==> src/rtl/mmio_uart_responder_pkg.sv <==
// Shared constants and state encodings for the MMIO UART responder.
package mmio_pkg;

  localparam logic [3:0] IO_REGION  = 4'h8;

  localparam logic [3:0] OFF_TXCTRL = 4'd0;
  localparam logic [3:0] OFF_RXCTRL = 4'd1;
  localparam logic [3:0] OFF_TXDATA = 4'd2;
  localparam logic [3:0] OFF_RXDATA = 4'd3;
  localparam logic [3:0] OFF_CYCLES = 4'd4;

  typedef enum logic {
    TX_IDLE,
    TX_SEND
  } tx_state_e;

  typedef enum logic [1:0] {
    RX_IDLE,
    RX_START,
    RX_DATA,
    RX_STOP
  } rx_state_e;

endpackage

==> src/rtl/mmio_uart_responder_if.sv <==
// CPU-side IO bus: X-stage request signals and M-stage load data.
interface mmio_uart_responder_if;
  logic [31:0] addr;
  logic [3:0]  store_mask;
  logic [31:0] wd;
  logic        rd_en;
  logic [31:0] rd_data;

  modport master (output addr, output store_mask, output wd, output rd_en, input rd_data);
  modport slave  (input addr, input store_mask, input wd, input rd_en, output rd_data);
endinterface

==> src/rtl/mmio_uart_responder_uart_rx_fsm.sv <==
// UART receiver: 2-flop synchronizer, mid-bit sampling, 8N1 deserializer.
// state    | meaning
// RX_IDLE  | line idle, waiting for a synchronized low
// RX_START | timing to mid start bit; high there means false start
// RX_DATA  | sampling 8 data bits at mid-bit, LSB first
// RX_STOP  | sampling stop bit; low is a framing error and drops the byte
module uart_rx_fsm
  import mmio_pkg::*;
#(
  parameter int SYMBOL_CYCLES = 434
) (
  input  logic       clk,
  input  logic       rst,
  input  logic       serial_in_i,
  output logic [7:0] byte_o,
  output logic       done_o
);

  localparam int TW = $clog2(SYMBOL_CYCLES) + 1;
  localparam logic [TW-1:0] SYM_LAST  = TW'(SYMBOL_CYCLES - 1);
  localparam logic [TW-1:0] HALF_LAST = TW'(SYMBOL_CYCLES / 2 - 1);

  logic [1:0]    sync_q;
  logic          rx_bit;
  rx_state_e     state_q;
  logic [TW-1:0] timer_q;
  logic [3:0]    idx_q;
  logic [7:0]    shift_q;
  logic          done_q;

  assign rx_bit = sync_q[1];

  always_ff @(posedge clk) begin
    if (rst) sync_q <= 2'b11;
    else     sync_q <= {sync_q[0], serial_in_i};
  end

  always_ff @(posedge clk) begin
    if (rst) begin
      state_q <= RX_IDLE;
      timer_q <= '0;
      idx_q   <= '0;
      shift_q <= '0;
      done_q  <= 1'b0;
    end else begin
      done_q <= 1'b0;
      case (state_q)
        RX_IDLE: begin
          if (!rx_bit) begin
            state_q <= RX_START;
            timer_q <= HALF_LAST;
          end
        end
        RX_START: begin
          if (timer_q == '0) begin
            if (rx_bit) begin
              state_q <= RX_IDLE;
            end else begin
              state_q <= RX_DATA;
              timer_q <= SYM_LAST;
              idx_q   <= '0;
            end
          end else begin
            timer_q <= timer_q - TW'(1);
          end
        end
        RX_DATA: begin
          if (timer_q == '0) begin
            shift_q <= {rx_bit, shift_q[7:1]};
            timer_q <= SYM_LAST;
            if (idx_q == 4'd7) state_q <= RX_STOP;
            else               idx_q   <= idx_q + 4'd1;
          end else begin
            timer_q <= timer_q - TW'(1);
          end
        end
        RX_STOP: begin
          if (timer_q == '0) begin
            state_q <= RX_IDLE;
            done_q  <= rx_bit;
          end else begin
            timer_q <= timer_q - TW'(1);
          end
        end
        default: state_q <= RX_IDLE;
      endcase
    end
  end

  assign byte_o = shift_q;
  assign done_o = done_q;

endmodule

==> src/rtl/mmio_uart_responder.sv <==
// MMIO responder for the IO region: UART TX/RX registers with 1-cycle load latency.
// Optional free-running cycle counter at offset 4 when MMIO_CYCLE_COUNTER_EN is defined.
module mmio_uart_responder
  import mmio_pkg::*;
#(
  parameter int CLOCK_FREQ = 50_000_000,
  parameter int BAUD_RATE  = 115_200
) (
  input  logic                   clk,
  input  logic                   rst,
  mmio_uart_responder_if.slave   bus,
  input  logic                   serial_in_i,
  output logic                   serial_out_o
);

  localparam int SYMBOL_CYCLES = CLOCK_FREQ / BAUD_RATE;
  localparam int TW = $clog2(SYMBOL_CYCLES) + 1;
  localparam logic [TW-1:0] SYM_LAST = TW'(SYMBOL_CYCLES - 1);

  logic [3:0]  off;
  logic        wr;
  logic        tx_wr;
  logic        rd_rxdata;
  logic        unused_bits;

  assign off         = bus.addr[5:2];
  assign wr          = |bus.store_mask;
  assign tx_wr       = wr && (off == OFF_TXDATA);
  assign rd_rxdata   = bus.rd_en && (off == OFF_RXDATA);
  assign unused_bits = ^{bus.addr[31:6], bus.addr[1:0], bus.wd[31:8]};

  // TX: the start bit is driven at load time, the shifter feeds the remaining nine bits.
  tx_state_e     tx_state_q;
  logic [8:0]    tx_shift_q;
  logic [3:0]    tx_bit_q;
  logic [TW-1:0] tx_timer_q;
  logic          serial_out_q;
  logic          tx_ready;

  assign tx_ready = (tx_state_q == TX_IDLE);

  always_ff @(posedge clk) begin
    if (rst) begin
      tx_state_q   <= TX_IDLE;
      tx_shift_q   <= '1;
      tx_bit_q     <= '0;
      tx_timer_q   <= '0;
      serial_out_q <= 1'b1;
    end else begin
      case (tx_state_q)
        TX_IDLE: begin
          if (tx_wr) begin
            tx_shift_q   <= {1'b1, bus.wd[7:0]};
            serial_out_q <= 1'b0;
            tx_bit_q     <= '0;
            tx_timer_q   <= SYM_LAST;
            tx_state_q   <= TX_SEND;
          end
        end
        TX_SEND: begin
          if (tx_timer_q == '0) begin
            if (tx_bit_q == 4'd9) begin
              tx_state_q <= TX_IDLE;
            end else begin
              serial_out_q <= tx_shift_q[0];
              tx_shift_q   <= {1'b1, tx_shift_q[8:1]};
              tx_bit_q     <= tx_bit_q + 4'd1;
              tx_timer_q   <= SYM_LAST;
            end
          end else begin
            tx_timer_q <= tx_timer_q - TW'(1);
          end
        end
        default: tx_state_q <= TX_IDLE;
      endcase
    end
  end

  assign serial_out_o = serial_out_q;

  logic [7:0] rx_new_byte;
  logic       rx_done;

  uart_rx_fsm #(
    .SYMBOL_CYCLES(SYMBOL_CYCLES)
  ) u_rx (
    .clk        (clk),
    .rst        (rst),
    .serial_in_i(serial_in_i),
    .byte_o     (rx_new_byte),
    .done_o     (rx_done)
  );

  logic [31:0] cycles_rd;

`ifdef MMIO_CYCLE_COUNTER_EN
  logic [31:0] cycles_q;

  always_ff @(posedge clk) begin
    if (rst)                            cycles_q <= '0;
    else if (wr && (off == OFF_CYCLES)) cycles_q <= '0;
    else                                cycles_q <= cycles_q + 32'd1;
  end

  assign cycles_rd = cycles_q;
`else
  assign cycles_rd = '0;
`endif

  logic [7:0]  rx_byte_q, rx_byte_d;
  logic        rx_valid_q, rx_valid_d;
  logic        overrun_q, overrun_d;
  logic [31:0] rd_data_q, rd_mux;

  // A byte landing on the same edge as an RXDATA read counts as consumed-then-refilled.
  always_comb begin
    rx_byte_d  = rx_byte_q;
    rx_valid_d = rx_valid_q;
    overrun_d  = overrun_q;
    if (rx_done) begin
      rx_byte_d  = rx_new_byte;
      rx_valid_d = 1'b1;
      overrun_d  = rd_rxdata ? 1'b0 : (overrun_q | rx_valid_q);
    end else if (rd_rxdata) begin
      rx_valid_d = 1'b0;
      overrun_d  = 1'b0;
    end
  end

  always_comb begin
    rd_mux = '0;
    case (off)
      OFF_TXCTRL: rd_mux = {31'b0, tx_ready};
      OFF_RXCTRL: rd_mux = {30'b0, overrun_q, rx_valid_q};
      OFF_RXDATA: rd_mux = {24'b0, rx_byte_q};
      OFF_CYCLES: rd_mux = cycles_rd;
      default:    rd_mux = '0;
    endcase
  end

  always_ff @(posedge clk) begin
    if (rst) begin
      rd_data_q  <= '0;
      rx_byte_q  <= '0;
      rx_valid_q <= 1'b0;
      overrun_q  <= 1'b0;
    end else begin
      if (bus.rd_en) rd_data_q <= rd_mux;
      rx_byte_q  <= rx_byte_d;
      rx_valid_q <= rx_valid_d;
      overrun_q  <= overrun_d;
    end
  end

  assign bus.rd_data = rd_data_q;

endmodule

==> src/flat_wrapper.sv <==
// flat-port wrapper written by rule: the top's interface ports become plain ports
module mmio_uart_responder_flat import mmio_pkg::*;
#(
  parameter int CLOCK_FREQ = 50_000_000,
  parameter int BAUD_RATE  = 115_200
)
  (clk, rst, serial_in_i, serial_out_o, bus_addr, bus_store_mask, bus_wd, bus_rd_en, bus_rd_data);
  mmio_uart_responder_if bus_i ();
  input  logic clk;
  input  logic rst;
  input  logic serial_in_i;
  output logic serial_out_o;
  input wire logic [$bits(bus_i.addr)-1:0] bus_addr;
  input wire logic [$bits(bus_i.store_mask)-1:0] bus_store_mask;
  input wire logic [$bits(bus_i.wd)-1:0] bus_wd;
  input wire logic [$bits(bus_i.rd_en)-1:0] bus_rd_en;
  output wire logic [$bits(bus_i.rd_data)-1:0] bus_rd_data;
  assign bus_i.addr = bus_addr;
  assign bus_i.store_mask = bus_store_mask;
  assign bus_i.wd = bus_wd;
  assign bus_i.rd_en = bus_rd_en;
  assign bus_rd_data = bus_i.rd_data;
  mmio_uart_responder #(.CLOCK_FREQ(CLOCK_FREQ), .BAUD_RATE(BAUD_RATE)) u_core (.clk(clk), .rst(rst), .bus(bus_i), .serial_in_i(serial_in_i), .serial_out_o(serial_out_o));
endmodule
==> config.mk <==
export PLATFORM = sky130hd
export DESIGN_NAME = mmio_uart_responder_flat
export DESIGN_NICKNAME = d
export VERILOG_FILES = /design/src/rtl/mmio_uart_responder_pkg.sv /design/src/rtl/mmio_uart_responder_if.sv /design/src/rtl/mmio_uart_responder_uart_rx_fsm.sv /design/src/rtl/mmio_uart_responder.sv /design/src/flat_wrapper.sv
export SDC_FILE = /design/constraint.sdc
export NUM_CORES = 1
export LEC_CHECK = 0
export CAP_MARGIN = 10
export CORE_ASPECT_RATIO = 1.75
export CORE_MARGIN = 8
export CORE_UTILIZATION = 47
export CTS_CLUSTER_SIZE = 14
export DETAILED_ROUTE_END_ITERATION = 10
export HOLD_SLACK_MARGIN = 0.1
export PLACE_DENSITY = 0.89
export SYNTH_ARGS = -nofsm -noshare
export SYNTH_HDL_FRONTEND = slang
export SYNTH_SLANG_ARGS = --single-unit
==> constraint.sdc <==
create_clock -name clk -period 2.85 [get_ports clk]
set_input_delay 0.7125 -clock clk [delete_from_list [all_inputs] [get_ports clk]]
set_output_delay 0.7125 -clock clk [all_outputs]
set_load 0.02 [all_outputs]
==> Yosys cells after proc, flatten, opt, wreduce, memory -nomap -nowiden <==
Cells that the tools add are included.
Widths: inputs -> output; s select.
{ "word_totals": {"ff_bits": 94, "in_bits": 72, "elab_cells": 103} }
{ "op_classes": {"add_sub_neg": 4, "n_eq_ne": 21, "n_mux": 43, "n_bitwise": 4, "reduce_logical": 16} }
{ "ops": {"columns": ["operator", "n"], "rows": [
  ["$mux 10", 8],
  ["$pmux 10 s4", 1],
  ["$mux 4", 7],
  ["$mux 9", 3],
  ["$pmux 8 s3", 1],
  ["$logic_not 10->1", 2],
  ["$ne 2x2->1 const B", 10],
  ["$pmux 10 s2", 1],
  ["$sub 10x1->10 const B", 2],
  ["$pmux 9 s2", 1],
  ["$pmux 4 s2", 2],
  ["$mux 2", 6],
  ["$mux 1", 10],
  ["$reduce_and 5->1", 2],
  ["$add 4x1->4 const B", 2],
  ["$eq 4x2->1 const B", 2],
  ["$pmux 2 s4", 1],
  ["$ne 3x3->1 const B", 2],
  ["$reduce_and 3->1", 2],
  ["$eq 2x2->1 const B", 2],
  ["$eq 4x1->1 const B", 1],
  ["$eq 4x3->1 const B", 1],
  ["$eq 4x4->1 const B", 1],
  ["$logic_not 4->1", 1],
  ["11 further kinds", 17]
]} }

==> Longest topological paths before layout <==
{ "depth": {"ltp_word": 4, "ltp_mapped": 9} }

==> Cells and area by module <==
A second synthesis with hierarchy kept.
{ "hier_totals": {"cells_unflattened": 418, "area_unflattened_um2": 3612.2} }
{ "modules_own_cells": {"columns": ["mod", "n_inst", "cells_per_inst", "area_per_inst_um2", "seq_area_each_um2"], "rows": [
  ["mmio_uart_responder", 1, 237, 2092.0, 840.8],
  ["uart_rx_fsm", 1, 181, 1520.2, 540.5]
]} }

==> Least setup slack after synthesis <==
OpenSTA, ideal clock, no wires.
{ "synth_timing": {"path_type": "in2reg", "start": "input port bus_store_mask[1]", "end": "register u_core.tx_shift_q[1]", "setup_ns": 0.074, "arrival_ns": 2.080, "required_ns": 2.776, "path_slack_ns": 0.695, "path_stages": 6, "n_path_buf": 1, "cell_sequence": "or4_1 > and4_1 > nor2_1 > clkbuf_1 > a211oi_1 > o21ai_0"} }
{ "synth_via": {"elab_chain_cells": 4} }
{ "synth_rtl": {"columns": ["item", "line_no", "rtl"], "rows": [
  ["from (decl)", "flat_wrapper.sv:14", "input wire logic [$bits(bus_i.store_mask)-1:0] bus_store_mask;"],
  ["$reduce_or 4->1", "mmio_uart_responder.sv:27", "assign wr = |bus.store_mask;"],
  ["$logic_and 1x1->1", "mmio_uart_responder.sv:28", "assign tx_wr = wr && (off == OFF_TXDATA);"],
  ["$ne 2x1->1 (no line)", null, null],
  ["$reduce_and 3->1 (no line)", null, null],
  ["to (signal assigned)", "mmio_uart_responder.sv:53", "tx_shift_q <= {1'b1, bus.wd[7:0]};"],
  ["to (signal assigned)", "mmio_uart_responder.sv:66", "tx_shift_q <= {1'b1, tx_shift_q[8:1]};"],
  ["to (decl)", "mmio_uart_responder.sv:34", "logic [8:0] tx_shift_q;"]
]} }
No other way between the ends.
A chain may end at the register's enable or synchronous reset.

==> Worst setup path in the final report <==
{ "layout_timing": {"start": "register u_core.u_rx.timer_q[0]", "end": "register u_core.u_rx.idx_q[3]"} }
{ "layout_via": {"elab_chain_cells": 3} }
{ "layout_rtl": {"columns": ["item", "line_no", "rtl"], "rows": [
  ["from (decl)", "mmio_uart_responder_uart_rx_fsm.sv:26", "logic [TW-1:0] timer_q;"],
  ["from (signal assigned)", "mmio_uart_responder_uart_rx_fsm.sv:64", "timer_q <= timer_q - TW'(1);"],
  ["from (signal assigned)", "mmio_uart_responder_uart_rx_fsm.sv:74", "timer_q <= timer_q - TW'(1);"],
  ["from (signal assigned)", "mmio_uart_responder_uart_rx_fsm.sv:82", "timer_q <= timer_q - TW'(1);"],
  ["$logic_not 10->1 *", "mmio_uart_responder_uart_rx_fsm.sv:55, mmio_uart_responder_uart_rx_fsm.sv:68", null],
  ["$ne 2x2->1 (no line)", null, null],
  ["$reduce_and 5->1 (no line) *", null, null],
  ["to (signal assigned)", "mmio_uart_responder_uart_rx_fsm.sv:72", "else idx_q <= idx_q + 4'd1;"],
  ["to (decl)", "mmio_uart_responder_uart_rx_fsm.sv:27", "logic [3:0] idx_q;"]
]} }
Mark *: on every way between the ends. The rest lies on a longest branch, timed or not.

==> out/qor.csv <==
metric,value,unit
post-place-cells,516,
worst_slew_pin_slew,0.6950,ns
grt_max_degree,41,
totalWireLength,7812,um
combPwrFrac,29.7,%
die_w,80.56,um
dr.pass1.iters,5,
post-route-util,55.76,%
area.growth.synth_to_final,15.99,%
worst_setup_path_start_kind,flop,
core,7131,sq um
ys_top_cells_by_count,"dfxtp_1, nor2_1, a21oi_1",
ctsHoldBuffers,0,
grt_usage,15.37,%
finalHoldViolations,0,
required,3.12,ns
maxCapViolCount,0,
cpPeakStageDelay,0.52,ns
synth_ff_type,dfxtp_1,
first_global_vias,2955,
power_leakage,1.500,nW
synth_edf_count,0,
run_status,finished clean,
drtAntennaViolNets,0,
finalClockSkew,0.006677,ns
synth_top_area_cell,dfxtp_1,
cts_tree,yes,
synth-seq-cells,69,
cp-end-kind,flop,
grt_pass1_wl,12790,um
setup_ws,0.4436,ns
synth_most_common_cell,dfxtp_1,
drive_above_1_share,8.072,%
postCtsSetupRepairBufs,0,
path_clk_slew,0.06,ns
start_util,48.08,%
timing.critical_path.buf_inv,1,
finalCritPeriodShare,84.43,%
powerDensity,787.6,nW/um^2
p_int,2.077,mW
slowest_stage,or4b_4,
cts_resized,0,
seq_area_frac_synth,40.29,%
num_vias,2967,
irDropWorstVdd,670.2,uV
clk_latency,0.34,ns
pwr-share-clk,33.1,%
drc,0,
hpwl,5532,um
setup_viol_count_final,0,
synth.top_cell.area_share,40.29,%
num_rows,41,
slew_violations,0,
clk_path_buf_depth,2,
drt_iter0_drc,226,
root_buffer,clkbuf_16,
antenna_cells,0,
path_delay_family,simple AND/OR/NAND/NOR gates,
async_flop_share,0,%
p_sw,1.055,mW
syn-cell-area,3428,sq um
clkSinkCount,69,
io-pin-count,105,
arrival,2.68,ns
dieHeight,129.0,um
switching_share,33.69,%
syn_inst,414,
overflow,0,
hold_path.class,flop to flop,
numCtsBuffers,9,
rsz0062_at_grt,false,
gp_congestion,0.8865,
syn_area_per_cell,8.281,sq um
htree_num_levels,3,
io_buffers,28,
max_clock_freq,415.6,MHz
sequentialPowerShare,37.2,%
final_cells,532,
slew_headroom,53.67,%
dieArea,10390,sq um
synth_area_leaders,"dfxtp_1, a21oi_1, buf_4",
antenna_found_initial,0,
post_drt_wl_per_cell,14.68,um
ys_types,57,
crit_chain,inv_1 -> ha_1 -> or4b_4 -> nor3_4 -> nand2_2 -> or4_1 -> a21oi_1,
finalSetupTns,0,ns
vias_per_cell,5.577,
finalCriticalPeriod,2.406,ns
yosys_warnings,0,
critPathMaxFanout,9,
preCtsSetupSlack,0.2733,ns
critical_path_class,flop to flop,
nNetsFinal,524,
## through the flow
stage                     hold WS (ns)  cell area (sq um)  total power, mW
after floorplan                 0.3895               3515            1.887
after global placement          0.3926               3697            2.053
after detailed placement        0.3952               3697            2.093
after CTS                       0.4076               3976            3.129
after global routing            0.4319               3976            3.294
final                           0.4145               3976            3.132
## path summary, 6_finish.rpt
kind / from / endpoint / slack [ns] / depth (start not counted)
worst max-delay path: u_core.u_rx.timer_q[0] / u_core.u_rx.idx_q[3] / 0.44 / 7
worst min-delay path: u_core.u_rx.sync_q[0] / u_core.u_rx.sync_q[1] / 0.41 / 1
worst max register to register: u_core.u_rx.timer_q[0] / u_core.u_rx.idx_q[3] / 0.44 / 7
worst min register to register: u_core.u_rx.sync_q[0] / u_core.u_rx.sync_q[1] / 0.41 / 1
## cells in the final DEF, fill, tap and decap left out, drive strengths merged, types with 5 or more instances in the layout
cell type      count
buf               10
mux2i              9
a211oi             8
nand2             29
xnor2              5
nor3              12
or3                6
and2               8
nor2              47
nand3             14
nor2b              8
conb              24
o21ai             24
clkdlybuf4s50     27
ha                11
a21oi             46
dfxtp             69
inv               12
clkbuf            12
## area by class of cell
type	count	area, sq um
fill	619	3154
multi-input combinational	311	1817
sequential	69	1381
timing repair buffer	37	342.8
clock buffer	12	256.5
tap	86	107.6
inverter	13	48.80
clock inverter	4	22.52
## power groups by stage
stage / sequential (mW) / clock (mW) / combinational [mW]
6_report: 1.17 / 1.04 / 0.929
5_1_grt: 1.18 / 1.09 / 1.03
4_1_cts: 1.16 / 1.05 / 0.921
3_5_place_dp: 1.18 / 0 / 0.913
3_3_place_gp: 1.17 / 0 / 0.879
2_1_floorplan: 1.15 / 0 / 0.739
## per-layer routing
layer,vias up,wire (um),global-route usage (%)
met3,11,467,3.771
met4,0,153,10.78
met5,-,0,0
li1,1452,-,-
met1,1413,3011,14.51
met2,91,4180,27.66
## cells by family after synthesis
family	count (synthesis)	share of synthesized area, %
AO/OA/AOI/OAI	103	18.03
other	1	0.1094
flip-flops	69	40.29
XOR/XNOR	8	2.044
buffers and inverters	57	9.233
multiplexers	11	3.285
adder cells (fa/ha/maj)	11	4.015
AND/OR/NAND/NOR	154	22.99
## state kept, by name, summed over array words and instances (netlist names), named ones only
register	count
u_core.tx_bit_q	4
u_core.u_rx.timer_q	10
u_core.tx_state_q	1
u_core.u_rx.state_q	1
u_core.tx_timer_q	10
u_core.u_rx.idx_q	4
u_core.u_rx.sync_q	2
u_core.u_rx.byte_o	8
u_core.serial_out_o	1
u_core.rx_valid_q	1
u_core.tx_shift_q	8
u_core.overrun_q	1
u_core.u_rx.done_o	1
u_core.bus.rd_data	8
u_core.rx_byte_q	8
(Power assumes the default switching activity.)
